**src/rtl/led_ctrl_pkg.sv**
```systemverilog
// Shared encodings for the LED pattern controller: FSM states, switch meanings
// and the LED values loaded on entry to RUN.
package led_ctrl_pkg;

  typedef logic [1:0] state_t;

  localparam state_t ST_IDLE  = 2'b00;
  localparam state_t ST_RUN   = 2'b01;
  localparam state_t ST_PAUSE = 2'b10;

  localparam logic MODE_ROT = 1'b0;
  localparam logic MODE_CNT = 1'b1;

  localparam logic DIR_UP = 1'b0;
  localparam logic DIR_DN = 1'b1;

  localparam logic [3:0] LED_ROT_INIT = 4'b0001;
  localparam logic [3:0] LED_CNT_INIT = 4'b0000;

endpackage

```
**src/rtl/btn_debounce.sv**
```systemverilog
// Raw button -> 2-FF synchronizer -> stability counter; emits a one-cycle
// press pulse on an accepted 0->1 transition (release is silent).
module btn_debounce #(
  parameter int DEB_CYCLES = 1000000
) (
  input  logic CLK,
  input  logic RSTN,
  input  logic raw,
  output logic level,
  output logic press
);

  localparam int CW = (DEB_CYCLES > 1) ? $clog2(DEB_CYCLES) : 1;
  localparam logic [CW-1:0] CNT_LAST = CW'(DEB_CYCLES - 1);

  logic          sync1_q, sync2_q;
  logic          level_q, level_d;
  logic          press_q, press_d;
  logic [CW-1:0] cnt_q, cnt_d;

  // cnt_q counts consecutive cycles the synchronized level has differed from
  // the accepted one; any return to the accepted level restarts it.
  always_comb begin
    level_d = level_q;
    press_d = 1'b0;
    cnt_d   = '0;
    if (sync2_q != level_q) begin
      if (cnt_q == CNT_LAST) begin
        level_d = sync2_q;
        press_d = sync2_q;
      end else begin
        cnt_d = cnt_q + CW'(1);
      end
    end
  end

  always_ff @(posedge CLK or negedge RSTN) begin
    if (!RSTN) begin
      sync1_q <= 1'b0;
      sync2_q <= 1'b0;
      level_q <= 1'b0;
      press_q <= 1'b0;
      cnt_q   <= '0;
    end else begin
      sync1_q <= raw;
      sync2_q <= sync1_q;
      level_q <= level_d;
      press_q <= press_d;
      cnt_q   <= cnt_d;
    end
  end

  assign level = level_q;
  assign press = press_q;

endmodule

```
**src/rtl/led_pattern_ctrl.sv**
```systemverilog
// LED sequencer: debounced run/pause/stop buttons, prescaled step enable,
// rotate or binary-count pattern selected by synchronized switches.
//   state    | meaning
//   ST_IDLE  | stopped, led cleared, prescaler cleared
//   ST_RUN   | prescaler counting, pattern steps on each tick
//   ST_PAUSE | prescaler and led frozen, resume keeps prescaler phase
module led_pattern_ctrl
  import led_ctrl_pkg::*;
#(
  parameter int TICK_DIV   = 50000000,
  parameter int DEB_CYCLES = 1000000,
  parameter int N_LED      = 4
) (
  input  logic             CLK,
  input  logic             RSTN,
  input  logic             btnu,
  input  logic             btnd,
  input  logic             sw0,
  input  logic             sw1,
  output logic [N_LED-1:0] led,
  output logic             busy,
  output logic             step_tick
);

  localparam int PW = $clog2(TICK_DIV);
  localparam logic [PW-1:0] PRESC_LAST = PW'(TICK_DIV - 1);

  logic             press_u, press_d;
  logic             unused_btnu_level, unused_btnd_level;
  logic [1:0]       sw_s1_q, sw_s2_q;
  logic             sw_dir, sw_mode;
  state_t           state_q, state_d;
  logic [N_LED-1:0] led_q, led_d, step_led;
  logic [PW-1:0]    presc_q, presc_d;
  logic             busy_q;
  logic             tick_apply;

  btn_debounce #(.DEB_CYCLES(DEB_CYCLES)) u_deb_up (
    .CLK   (CLK),
    .RSTN  (RSTN),
    .raw   (btnu),
    .level (unused_btnu_level),
    .press (press_u)
  );

  btn_debounce #(.DEB_CYCLES(DEB_CYCLES)) u_deb_dn (
    .CLK   (CLK),
    .RSTN  (RSTN),
    .raw   (btnd),
    .level (unused_btnd_level),
    .press (press_d)
  );

  assign sw_dir  = sw_s2_q[0];
  assign sw_mode = sw_s2_q[1];

  // Any button press in the tick cycle swallows that step.
  assign tick_apply = (state_q == ST_RUN) && (presc_q == PRESC_LAST) &&
                      !press_u && !press_d;

  always_comb begin
    step_led = led_q;
    if (sw_mode == MODE_ROT) begin
      if (led_q == '0)
        step_led = N_LED'(LED_ROT_INIT);
      else if (sw_dir == DIR_UP)
        step_led = {led_q[N_LED-2:0], led_q[N_LED-1]};
      else
        step_led = {led_q[0], led_q[N_LED-1:1]};
    end else if (sw_dir == DIR_UP) begin
      step_led = led_q + N_LED'(1);
    end else begin
      step_led = led_q - N_LED'(1);
    end
  end

  always_comb begin
    state_d = state_q;
    led_d   = led_q;
    presc_d = presc_q;
    if (press_d) begin
      state_d = ST_IDLE;
      led_d   = '0;
      presc_d = '0;
    end else begin
      case (state_q)
        ST_IDLE: begin
          if (press_u) begin
            state_d = ST_RUN;
            presc_d = '0;
            led_d   = (sw_mode == MODE_CNT) ? N_LED'(LED_CNT_INIT)
                                            : N_LED'(LED_ROT_INIT);
          end
        end
        ST_RUN: begin
          if (press_u) begin
            state_d = ST_PAUSE;
          end else if (tick_apply) begin
            led_d   = step_led;
            presc_d = '0;
          end else begin
            presc_d = presc_q + PW'(1);
          end
        end
        ST_PAUSE: begin
          if (press_u) state_d = ST_RUN;
        end
        default: begin
          state_d = ST_IDLE;
          led_d   = '0;
          presc_d = '0;
        end
      endcase
    end
  end

  always_ff @(posedge CLK or negedge RSTN) begin
    if (!RSTN) begin
      sw_s1_q <= '0;
      sw_s2_q <= '0;
      state_q <= ST_IDLE;
      led_q   <= '0;
      presc_q <= '0;
      busy_q  <= 1'b0;
    end else begin
      sw_s1_q <= {sw1, sw0};
      sw_s2_q <= sw_s1_q;
      state_q <= state_d;
      led_q   <= led_d;
      presc_q <= presc_d;
      busy_q  <= (state_d != ST_IDLE);
    end
  end

  assign led       = led_q;
  assign busy      = busy_q;
  assign step_tick = tick_apply;

endmodule

```
**config.mk**
```make
export PLATFORM = sky130hd
export DESIGN_NAME = led_pattern_ctrl
export DESIGN_NICKNAME = d
export VERILOG_FILES = /design/src/rtl/led_ctrl_pkg.sv /design/src/rtl/btn_debounce.sv /design/src/rtl/led_pattern_ctrl.sv
export SDC_FILE = /design/constraint.sdc
export NUM_CORES = 1
export LEC_CHECK = 0
export ABC_AREA = 1
export CORE_ASPECT_RATIO = 1.75
export CORE_MARGIN = 3
export CORE_UTILIZATION = 43
export CTS_CLUSTER_DIAMETER = 200
export DETAILED_ROUTE_END_ITERATION = 8
export GPL_ROUTABILITY_DRIVEN = 0
export PLACE_DENSITY_LB_ADDON = 0.2
export REMOVE_ABC_BUFFERS = 1
export SETUP_SLACK_MARGIN = 0.2
export SYNTH_ARGS = -nofsm -noshare
export SYNTH_HDL_FRONTEND = slang
export SYNTH_SLANG_ARGS = --single-unit
```
**constraint.sdc**
```tcl
create_clock -name CLK -period 2 [get_ports CLK]
set_input_delay 0.4 -clock CLK [delete_from_list [all_inputs] [get_ports CLK]]
set_output_delay 0.4 -clock CLK [all_outputs]
set_load 0.01 [all_outputs]
```
Word-level counts from Yosys, hierarchy flattened
Cells that the tools add are included.
{ "word_totals": {"regBits": 85, "inputBits": 6, "output_inout_bits": 6, "wordCells": 72} }
{ "classes": {"n_addsub": 5, "eq_ne": 11, "muxes": 27, "reduce_logical": 13} }
{ "ops": {"columns": ["cell", "count"], "rows": [
  ["two-way mux 26 bit", 4],
  ["two-way mux 20 bit", 4],
  ["one-hot mux 26 bit (3 select lines)", 1],
  ["adder 20 x 1 -> 20 bit, second input constant", 2],
  ["equality test 20 bit, second input constant", 2],
  ["two-way mux 4 bit", 8],
  ["adder 26 x 1 -> 26 bit, second input constant", 1],
  ["equality test 26 bit, second input constant", 1],
  ["one-hot mux 4 bit (3 select lines)", 1],
  ["two-way mux 2 bit", 3],
  ["inequality test 3 x 2 -> 1 bit, second input constant", 2],
  ["two-way mux 1 bit", 5],
  ["adder 4 x 1 -> 4 bit, second input constant", 1],
  ["logical NOT 4 bit", 1],
  ["one-hot mux 2 bit (2 select lines)", 1],
  ["AND reduction 2 bit", 2],
  ["AND reduction 4 bit", 1],
  ["subtractor 4 x 1 -> 4 bit, second input constant", 1],
  ["logical AND 1 bit", 3],
  ["inequality test 3 x 1 -> 1 bit, second input constant", 1],
  ["AND reduction 3 bit", 1],
  ["equality test 2 x 1 -> 1 bit, second input constant", 1],
  ["equality test 2 bit, second input constant", 1],
  ["logical NOT 1 bit", 2],
  ["other kinds (5)", 6]
]} }

Longest topological paths before layout
Gate-level depths: netlist of run 1.
{ "depth": {"depth_word": 8, "depth_mapped": 11, "ltp_nobuf": 10} }

Modules after synthesis
From an unflattened synthesis of run 1, not the netlist that was laid out.
{ "hier_totals": {"hier_cells": 674, "area_unflattened_um2": 5024.8} }
{ "by_module_without_submodules": {"columns": ["mod", "n_inst", "cells_each", "area_each_um2", "seq_area_each_um2"], "rows": [
  ["btn_debounce", 2, 163, 1317.5, 600.6],
  ["led_pattern_ctrl", 1, 348, 2389.8, 925.9]
]} }

Worst setup path after synthesis of run 1
Ideal clock, no wire load.
{ "synth_path": {"path_kind": "reg-to-output", "startpoint": "register presc_q[1]", "endpoint": "output port step_tick", "arrival_ns": 1.195, "required_time_ns": 1.600, "slack_ns": 0.405, "path_stages_with_launch": 6, "path_buffers": 0, "path_cell_list": "dfrtp_1 > ha_1 > nand2_1 > nor2_4 > nand3_1 > nor4_1"} }
{ "synth_between": {"elab_chain_cells": 4} }
{ "synth_rtl": {"columns": ["item", "line", "source"], "rows": [
  ["from (decl)", "led_pattern_ctrl.sv:34", "logic [PW-1:0] presc_q, presc_d;"],
  ["from (signal assigned)", "led_pattern_ctrl.sv:130", "presc_q <= presc_d;"],
  ["equality test 26 bit", "led_pattern_ctrl.sv:58", "assign tick_apply = (state_q == ST_RUN) && (presc_q == PRESC_LAST) &&"],
  ["logical AND 1 bit (2 in a row)", "led_pattern_ctrl.sv:58", null],
  ["logical AND 1 bit", "led_pattern_ctrl.sv:59", "!press_u && !press_d;"],
  ["to (decl)", "led_pattern_ctrl.sv:22", "output logic step_tick"]
]} }
No other way between the ends.

Worst setup path after layout of run 1
{ "layout_path": {"startpoint": "register presc_q[10]", "endpoint": "output port step_tick"} }
The elaborated chain is that of the path after synthesis.

==> summary.txt, run 1 <==
Final layout
  • Synth-to-layout area growth: 20.8%
  • Seq. cell area: 2130 sq um
  • Share of cells above drive strength 1: 13.6%
  • Most frequent cells in the layout: nand2_1, nor2_1, inv_1, dfrtp_1, nand3_1
  • Fillers: 1040
  • Nets@finish: 748
  • Antenna diodes: 0
  • Multi-input gate area: 2390 sq um
  • Non-filler instance count after layout: 870
  • Commonest non-fill, non-tap cell in the layout: nand2_1

Synth
  • Synth Instances: 671
  • Simple-Gate Fraction of Synth Area: 37.8%
  • Synth Register Bits: 85
  • Compound-Gate Fraction of Synth Area: 4.15%
  • Syn avg cell area: 7.18 sq um
  • Mapped cell area: 4820 sq um
  • Seq/Total Area, Yosys: 44.1%
  • Synth Warn #: 0
  • Largest family of logic cells by synthesized area: simple AND/OR/NAND/NOR gates
  • Synthesized-area fraction occupied by adder cells: 1.71%
  • Mux contribution to synthesized area: 0%
  • Post-Synth XOR/XNOR Area: 4.00%
  • Post-synth cell types: 29

Critical path
  • R2R setup slack: 0.31 ns
  • Worst-path cell with the longest stage delay: dfrtp_1
  • CP bufs+invs: 1
  • CP endpoint kind: output port
  • Worst R2R Path Depth: 12
  • RR Endpoint: presc_q[13]$_DFFE_PN0P_
  • RR Startpoint: presc_q[0]$_DFFE_PN0P_
  • Worst Setup SP: presc_q[10]$_DFFE_PN0P_
  • Critical path capture point: step_tick
  • WS Path Type: reg2out
  • Instance count on the critical path: 6
  • Arrival time at the worst endpoint: 1.52 ns
  • Crit path largest cell delay: 0.40 ns
  • Critical path's top delay family: simple AND/OR/NAND/NOR gates
  • Startpoint Class: flop
  • Crit-path cells: nor2_2 > nand2_1 > nor3_2 > nand3_2 > nor4_2 > buf_2
  • Critical path data required time: 1.60 ns
  • Critical Path Fanout Max: 2

Die
  • Die area: 12600 sq um
  • I/O pin total: 12
  • Width of the die: 86.0 microns
  • Total core area: 10800 sq um
  • Row cnt: 50
  • Starting Density: 44.5%
  • Die Y: 146 microns

Global route
  • GRT Overall Usage: 20.6%
  • First-pass GRT wire length: 20600 microns
  • Number of global-route vias before repair: 4637
  • Largest net degree at the start of global routing: 58
  • Initial antenna violation count: 0
  • Overflow after GRT: 0

Power
  • Switch share: 23.1%
  • Internal Power: 2610 uW
  • Static leakage: 0.00269 uW
  • Net Switching: 783 uW
  • Total power: 3390 uW
  • Clock power share: 45.0%
  • Peak VDD IR: 494 uV
  • Comb power frac: 3.2%
  • PwrDens: 582 nW/um^2
  • Flop pwr share: 51.8%

Timing
  • RSZ-0062 raised after global routing: true
  • Slew margin rel.: 70.8%
  • Final hold slack: 0.348 ns
  • Min setup slack post-route: 0.0831 ns
  • Fmax: 522 MHz
  • Slew Viols, Final: 0
  • Final period util: 95.8%
  • Hold Vio Cnt, Final: 0
  • Crit path time final: 1.92 ns
  • Worst-case clock skew: 0.00950 ns
  • Worst-Margin Slew: 0.435 ns
  • Final setup vio count: 0

Clock tree
  • Total CTS buffers: 9
  • H-tree depth: 3
  • Num Clock Sinks: 85
  • Clock root cell: clkbuf_16
  • Max Root-Sink Buffers: 2
  • Skew-Pair Late Insertion Delay: 0.35 ns
  • CTS tree: built
  • Worst-path clk slew: 0.06 ns

Detailed routing
  • Routed length per instance: 14.0 microns
  • Drt drc: 0
  • Antenna viol nets, final: 0
  • TritonRoute pass-1 iters: 5
  • Vias: 4522
  • Final wirelength: 12200 microns
  • Vias per cell: 5.20
  • DR iter-0 viols: 186

Placement
  • Placement Setup Slack: -0.0869 ns
  • HPWL after DPL: 8950 microns
  • Inst Count DP: 848
  • PortBufs: 11

Hold path
  • Hold Path Class: reg2reg

Run
  • Max Cap Violations: 0

Outcome
  • Outcome: completed
==> cells in the mapped netlist (all sizes together) <==
master,number,share of area (%)
a21oi,17,1.8
inv,92,7.2
o21bai,4,0.62
nand2,169,14
fa,1,0.42
ha,5,1.3
nor3,28,3.0
nor2,135,11
clkinv,1,0.078
xnor2,6,1.1
nor4,2,0.26
a31oi,4,0.52
buf,6,0.99
o21ai,12,1.2
xor2,16,2.9
nand3,57,6.0
nand3b,1,0.16
nand4,27,3.5
nor3b,3,0.47
dfrtp,85,44
==> metrics by stage <==
step	setup TNS [ns]	util [%]	cell area, sq um
floorplan	0	-	4770
global placement	-0.0418	49.6	5370
detailed placement	-0.0869	49.6	5370
CTS	0	52.3	5660
global route	-0.0454	53.8	5820
finish	0	53.8	5820
==> power by group through the flow <==
stage | Clock, uW | Combinational (uW) | Sequential, uW
after floorplan | 0 | 42.0 | 1780
after global placement | 0 | 108 | 1780
after detailed placement | 0 | 110 | 1790
after CTS | 1580 | 112 | 1750
after global routing | 1630 | 126 | 1760
final | 1530 | 108 | 1750
==> worst min-delay path by stage <==
stage          depth (start not counted)              endpoint                  from  slack, ns
6_report                               0  sw_s2_q[1]$_DFF_PN0_  sw_s1_q[1]$_DFF_PN0_       0.35
4_1_cts                                0  sw_s2_q[1]$_DFF_PN0_  sw_s1_q[1]$_DFF_PN0_       0.35
5_1_grt                                0  sw_s2_q[1]$_DFF_PN0_  sw_s1_q[1]$_DFF_PN0_       0.36
3_5_place_dp                           1    led[1]$_DFFE_PN0P_                  RSTN       0.20
2_1_floorplan                          0        busy$_DFF_PN0_                  RSTN       0.10
3_3_place_gp                           1    led[1]$_DFFE_PN0P_                  RSTN       0.20
==> state kept, by name, summed over array words and instances, names as in the netlist, 2 cells and up <==
signal          flops
led                 4
presc_q            26
state_q             2
sw_s1_q             2
sw_s2_q             2
u_deb_dn.cnt_q     20
u_deb_up.cnt_q     20
==> worst reg2reg max path: stages (launching register included) <==
cell and delay, ns:
dfrtp_1 0.37, ha_2 0.20, nand2_2 0.06, nor2_4 0.12, buf_6 0.13, nand2_1 0.06, nor2_2 0.09, nand2_2 0.09
nand2_4 0.10, nand2_8 0.08, clkbuf_16 0.17, nand2_1 0.06, nor2_1 0.04
==> logic make-up after synthesis <==
logic type / after synthesis
adders and majority gates: 6
and+or+nand+nor: 422
DFF: 85
xor gates and xnor gates: 22
buffers and inverters: 99
AOI/OAI and AO/OA: 37
==> area by class of cell <==
class | count | area share [%]
multi-input combinational | 487 | 41.0
sequential | 85 | 36.6
timing repair buffer | 60 | 8.92
inverter | 93 | 6.13
clock buffer | 9 | 3.87
tap | 130 | 2.79
clock inverter | 6 | 0.666
==> layer usage <==
layer	wire length, microns	global-route usage [%]	vias up	part of all wire, %
met5	0	0	-	0
met4	643	12.8	0	5.3
met3	362	3.44	44	3.0
met2	6560	36.9	104	54
met1	4590	21.8	2102	38
li1	-	-	2272	-
==> what timing repair did <==
action	in CTS	in global routing
cloned	0	1
setup buffers	0	5
gates resized for setup	12	27
pin swaps	0	0
endpoints found under the setup margin	14	31
hold endpoints to repair	1	0
hold buffers	1	0
No activity file was read; power rests on OpenSTA's default activity.
==> inputs of run 2 (changes only) <==
--- a/config.mk
+++ b/config.mk
@@ -15,6 +15,7 @@
 export PLACE_DENSITY_LB_ADDON = 0.2
 export REMOVE_ABC_BUFFERS = 1
 export SETUP_SLACK_MARGIN = 0.2
+export SLEW_MARGIN = 30
 export SYNTH_ARGS = -nofsm -noshare
 export SYNTH_HDL_FRONTEND = slang
 export SYNTH_SLANG_ARGS = --single-unit
==> constraint.sdc (replaced) <==
create_clock -name CLK -period 1.9 [get_ports CLK]
set_input_delay 0.38 -clock CLK [delete_from_list [all_inputs] [get_ports CLK]]
set_output_delay 0.38 -clock CLK [all_outputs]
set_load 0.01 [all_outputs]
==> run 2 against run 1 <==
Utilization rose by 0.60 points. Worst hold slack improved by 0.00079 ns. Die area did not move. Wire length rose by 0.72%. Combinational power rose by 9%. Critical path type unchanged. Sequential power rose by 6%. Clock power rose by 8%. Sequential share of layout area fell by 0.40 points.
==> summary.txt, run 2 (synthesis results as in run 1) <==
Detailed routing
  • Routed length per instance: 14.1 microns
  • Antenna viol nets, final: 0
  • Vias: 4559
  • DR iter-0 viols: 279
  • Drt drc: 0
  • Vias per cell: 5.23
  • Final wirelength: 12300 microns
  • TritonRoute pass-1 iters: 5

Power
  • PwrDens: 615 nW/um^2
  • Net Switching: 826 uW
  • Internal Power: 2800 uW
  • Comb power frac: 3.3%
  • Peak VDD IR: 481 uV
  • Clock power share: 45.8%
  • Flop pwr share: 51.0%
  • Static leakage: 0.00274 uW
  • Switch share: 22.8%

Final layout
  • Max reg flops: 26
  • Non-filler instance count after layout: 872
  • Multi-input gate area: 2430 sq um
  • Nets@finish: 749
  • Fillers: 1036
  • Most frequent cells in the layout: nand2_1, nor2_1, inv_1, dfrtp_1, nand3_1
  • Share of cells above drive strength 1: 15.5%
  • Seq. cell area: 2130 sq um
  • Synth-to-layout area growth: 22.1%
  • Register with the most flip-flops: presc_q
  • Antenna diodes: 0
  • Commonest non-fill, non-tap cell in the layout: nand2_1
  • Top Registers: presc_q: 26 flops, u_deb_dn.cnt_q: 20 flops, u_deb_up.cnt_q: 20 flops

Die
  • I/O pin total: 12
  • Starting Density: 44.5%
  • Die area: 12600 sq um
  • Row cnt: 50
  • Width of the die: 86.0 microns
  • Total core area: 10800 sq um
  • Die Y: 146 microns

Global route
  • Number of global-route vias before repair: 4545
  • GRT Overall Usage: 20.7%
  • Overflow after GRT: 0
  • First-pass GRT wire length: 20800 microns
  • Initial antenna violation count: 0
  • Largest net degree at the start of global routing: 34

Critical path
  • Critical Path Fanout Max: 2
  • Critical path data required time: 1.52 ns
  • WS Path Type: reg2out
  • Arrival time at the worst endpoint: 1.51 ns
  • Startpoint Class: flop
  • CP endpoint kind: output port

Timing
  • Slew margin rel.: 72.2%
  • Worst-case clock skew: 0.00818 ns
  • Min setup slack post-route: 0.00855 ns
  • Hold Vio Cnt, Final: 0
  • Worst-Margin Slew: 0.417 ns
  • Crit path time final: 1.89 ns
  • Fmax: 529 MHz
  • Final hold slack: 0.349 ns
  • Final period util: 99.5%
  • Slew Viols, Final: 0
  • Final setup vio count: 0
  • RSZ-0062 raised after global routing: true

Placement
  • HPWL after DPL: 9200 microns
  • Inst Count DP: 851
  • Placement Setup Slack: -0.151 ns
  • PortBufs: 11

Clock tree
  • Num Clock Sinks: 85
  • Skew-Pair Late Insertion Delay: 0.34 ns
  • CTS tree: built
  • Clock root cell: clkbuf_16
  • H-tree depth: 3
  • Total CTS buffers: 9
  • Worst-path clk slew: 0.06 ns
  • Max Root-Sink Buffers: 2

Hold path
  • Hold Path Class: reg2reg

Run
  • Max Cap Violations: 0

Outcome
  • Outcome: completed
-- run 2: changes by cell type in the layout (fill, tap and decap cells not counted), moves of 2 or more --
cell and delta:
nor2_1 -7, nor2_2 +4, clkdlybuf4s50_1 -3, nor2_4 +3, buf_12 +2, dlygate4sd2_1 +2, inv_1 -2, inv_2 +2
nand2_2 +2, nand2_8 -2
-- run 2: power groups by stage --
stage	sequential [uW]	combinational, uW	clock (uW)
after floorplan	1870	44.2	0
after global placement	1880	114	0
after detailed placement	1880	117	0
after CTS	1850	119	1710
after global routing	1850	139	1780
final	1850	118	1660
-- run 2: critical path: stages, from the launching register on --
cell and delay, ns:
dfrtp_1 0.40, nor2_2 0.14, nand2_1 0.08, nor3_2 0.12, nand3_1 0.11, nor4_2 0.15
buf_2 0.17
-- run 2: metrics by stage --
| stage | util, % | power, uW | setup TNS [ns] | area, sq um |
|---|---|---|---|---|
| floorplan | - | 1920 | 0 | 4770 |
| global placement | 50.1 | 1990 | -0.130 | 5420 |
| detailed placement | 50.1 | 2000 | -0.151 | 5420 |
| CTS | 53.1 | 3670 | 0 | 5740 |
| global route | 54.4 | 3770 | -0.152 | 5890 |
| finish | 54.4 | 3620 | 0 | 5890 |
-- run 2: cell type report --
type                       count  share of cell area [%]
multi-input combinational    487                    41.3
sequential                    85                    36.2
timing repair buffer          61                    9.08
inverter                      93                    5.97
clock buffer                  11                    4.12
tap                          130                    2.76
clock inverter                 5                   0.595
-- run 2: routing by layer --
layer,routed length [microns],up-vias,track usage [%]
met2,6770,101,38.1
met3,330,33,3.16
met5,0,-,0
met1,4670,2163,22.4
met4,479,0,9.43
li1,-,2262,-
-- run 2: worst paths after layout --
kind	from	endpoint	slack, ns	depth (start not counted)
worst max-delay path	presc_q[10]$_DFFE_PN0P_	step_tick	0.009	6
worst min-delay path	sw_s1_q[1]$_DFF_PN0_	sw_s2_q[1]$_DFF_PN0_	0.35	0
worst max register to register	presc_q[0]$_DFFE_PN0P_	presc_q[9]$_DFFE_PN0P_	0.30	12
worst min register to register	sw_s1_q[1]$_DFF_PN0_	sw_s2_q[1]$_DFF_PN0_	0.35	0
max in group asynchronous	RSTN	u_deb_dn.cnt_q[4]$_DFF_PN0_	0.87	3
min in group asynchronous	RSTN	led[3]$_DFFE_PN0P_	0.52	2
-- run 2: repair_timing --
action,4_1_cts,5_1_grt
pin swaps,0,3
gates resized for setup,22,34
endpoints found under the hold margin,27,0
setup endpoints to repair,31,50
buffers inserted,1,3
cloned,0,0
hold buffers,1,0
==> inputs of run 3 (changes only) <==
--- a/config.mk
+++ b/config.mk
@@ -9,6 +9,7 @@
 export CORE_ASPECT_RATIO = 1.75
 export CORE_MARGIN = 3
 export CORE_UTILIZATION = 43
+export CTS_BUF_LIST = sky130_fd_sc_hd__clkbuf_2 sky130_fd_sc_hd__clkbuf_4 sky130_fd_sc_hd__clkbuf_8
 export CTS_CLUSTER_DIAMETER = 200
 export DETAILED_ROUTE_END_ITERATION = 8
 export GPL_ROUTABILITY_DRIVEN = 0
==> run 3 against run 2 <==
The run now ends with negative setup slack left. Cell area decreased by 1.5%. Wire length grew 0.32%. Total power down 12%. Non-clock buffer count down 1. Die area is the same. Sequential share of layout area up 0.55 points. Sequential power hardly changed. Combinational power about the same. Global-route usage is 0.14 points higher. Register-to-register slack barely moved. Worst hold slack better by 0.0057 ns. Critical path type unchanged. Critical endpoint unchanged.
==> summary.txt, run 3 (synthesis results as in run 1) <==
Detailed routing
  • DR iter-0 viols: 328
  • Antenna viol nets, final: 0
  • Routed length per instance: 14.1 microns
  • Drt drc: 0
  • Vias per cell: 5.23
  • Vias: 4557
  • Final wirelength: 12300 microns
  • TritonRoute pass-1 iters: 4

Outcome
  • Failing checks: negative setup slack
  • Outcome: complete, but fails checks

Critical path
  • R2R setup slack: 0.29 ns
  • Critical Path Fanout Max: 2
  • Critical path data required time: 1.52 ns
  • WS Path Type: reg2out
  • Startpoint Class: flop
  • RR Startpoint: presc_q[0]$_DFFE_PN0P_
  • Arrival time at the worst endpoint: 1.56 ns
  • Worst R2R Path Depth: 10
  • CP endpoint kind: output port
  • RR Endpoint: presc_q[16]$_DFFE_PN0P_

Final layout
  • Synth-to-layout area growth: 20.3%
  • Top Registers: presc_q: 26 flops, u_deb_dn.cnt_q: 20 flops, u_deb_up.cnt_q: 20 flops
  • Share of cells above drive strength 1: 15.9%
  • Nets@finish: 748
  • Max reg flops: 26
  • Commonest non-fill, non-tap cell in the layout: nand2_1
  • Antenna diodes: 0
  • Final Util: 53.6%
  • Register with the most flip-flops: presc_q
  • Most frequent cells in the layout: nand2_1, nor2_1, inv_1, dfrtp_1, nand3_1

Run
  • Max Cap Violations: 0

Global route
  • Largest net degree at the start of global routing: 34
  • Number of global-route vias before repair: 4545
  • Initial antenna violation count: 0
  • First-pass GRT wire length: 20800 microns
  • Overflow after GRT: 0
  • GRT Overall Usage: 20.8%

Placement
  • PortBufs: 11
  • HPWL after DPL: 9200 microns

Timing
  • RSZ-0062 raised after global routing: true
  • Worst-case clock skew: 0.0103 ns
  • Min setup slack post-route: -0.0366 ns
  • Worst-Margin Slew: 0.421 ns
  • Final setup vio count: 1
  • Final hold slack: 0.355 ns
  • Final TNS setup: -0.0366 ns
  • Slew Viols, Final: 0
  • Slew margin rel.: 71.9%
  • Hold Vio Cnt, Final: 0
  • Crit path time final: 1.94 ns
  • Fmax: 516 MHz
  • Final period util: 102%

Hold path
  • Worst Hold End: sw_s2_q[1]$_DFF_PN0_
  • Hold Path Class: reg2reg
  • WHS Path Cells: 0
  • Beginning of the worst hold path: sw_s1_q[1]$_DFF_PN0_

Power
  • Static leakage: 0.00270 uW
  • Clock power share: 38.2%
  • Net Switching: 777 uW
  • Flop pwr share: 58.1%
  • PwrDens: 547 nW/um^2
  • Comb power frac: 3.7%
  • Internal Power: 2400 uW
  • Peak VDD IR: 437 uV
  • Switch share: 24.5%

Clock tree
  • Max Root-Sink Buffers: 2
  • Clock root cell: clkbuf_8
  • Total CTS buffers: 9
  • H-tree depth: 3
  • Skew-Pair Late Insertion Delay: 0.37 ns
  • Worst-path clk slew: 0.09 ns
  • Num Clock Sinks: 85
  • CTS tree: built

Die
  • Die Y: 146 microns
  • I/O pin total: 12
  • Width of the die: 86.0 microns
  • Row cnt: 50
  • Total core area: 10800 sq um
  • Starting Density: 44.5%
  • Die area: 12600 sq um
-- run 3: layout make-up --
cell class / count / area, sq um
multi-input cells: 487 / 2450
fillers: 1053 / 5020
flip-flops and latches: 85 / 2130
well taps: 130 / 163
clock inverters: 5 / 35.0
repair buffers: 60 / 526
inverters: 93 / 352
clock buffers: 11 / 145
-- run 3: per-stage QoR --
step           cell area [sq um]  total power, uW  instances  setup slack [ns]
2_1_floorplan               4770             1920        665             0.325
3_3_place_gp                5420             1990        851            -0.130
3_5_place_dp                5420             2000        851            -0.151
4_1_cts                     5660             3230        871           -0.0229
5_1_grt                     5800             3330        871            -0.193
6_report                    5800             3170        871           -0.0366
-- run 3: repair_timing --
item                       CTS  global route
resized for setup           23            38
pin swaps                    2             2
gates cloned                 0             0
setup buffers                3             0
hold buffers                 1             0
setup endpoints to repair   32            50
hold endpoints to repair    27             0
-- run 3: per-layer routing --
metal | vias to the layer above | part of all wire, % | GRT usage, %
met5 | - | 0 | 0
met4 | 0 | 4.3 | 10.6
met3 | 35 | 2.0 | 3.56
met2 | 79 | 55 | 37.6
met1 | 2179 | 38 | 22.6
li1 | 2264 | - | -
-- run 3: power groups by stage --
stage	clock, uW	combinational, uW	sequential (uW)
5_1_grt	1340	137	1850
4_1_cts	1270	118	1840
6_report	1210	117	1840
3_5_place_dp	0	117	1880
2_1_floorplan	0	44.2	1870
3_3_place_gp	0	114	1880
-- run 3: critical path, cell delays in order, from the launching register on --
cell and delay [ns]:
dfrtp_1 0.40, nor2_2 0.14, nand2_1 0.08, nor3_2 0.12, nand3_1 0.11, nor4_2 0.15, buf_2 0.17
-- run 3: how the worst max path moves through the flow --
stage	from	end	slack, ns	depth (start not counted)
2_1_floorplan	presc_q[1]$_DFFE_PN0P_	step_tick	0.33	5
3_3_place_gp	presc_q[11]$_DFFE_PN0P_	step_tick	-0.13	6
3_5_place_dp	presc_q[11]$_DFFE_PN0P_	step_tick	-0.15	6
6_report	presc_q[10]$_DFFE_PN0P_	step_tick	-0.04	6
5_1_grt	presc_q[10]$_DFFE_PN0P_	step_tick	-0.19	6
4_1_cts	presc_q[7]$_DFFE_PN0P_	step_tick	-0.02	6
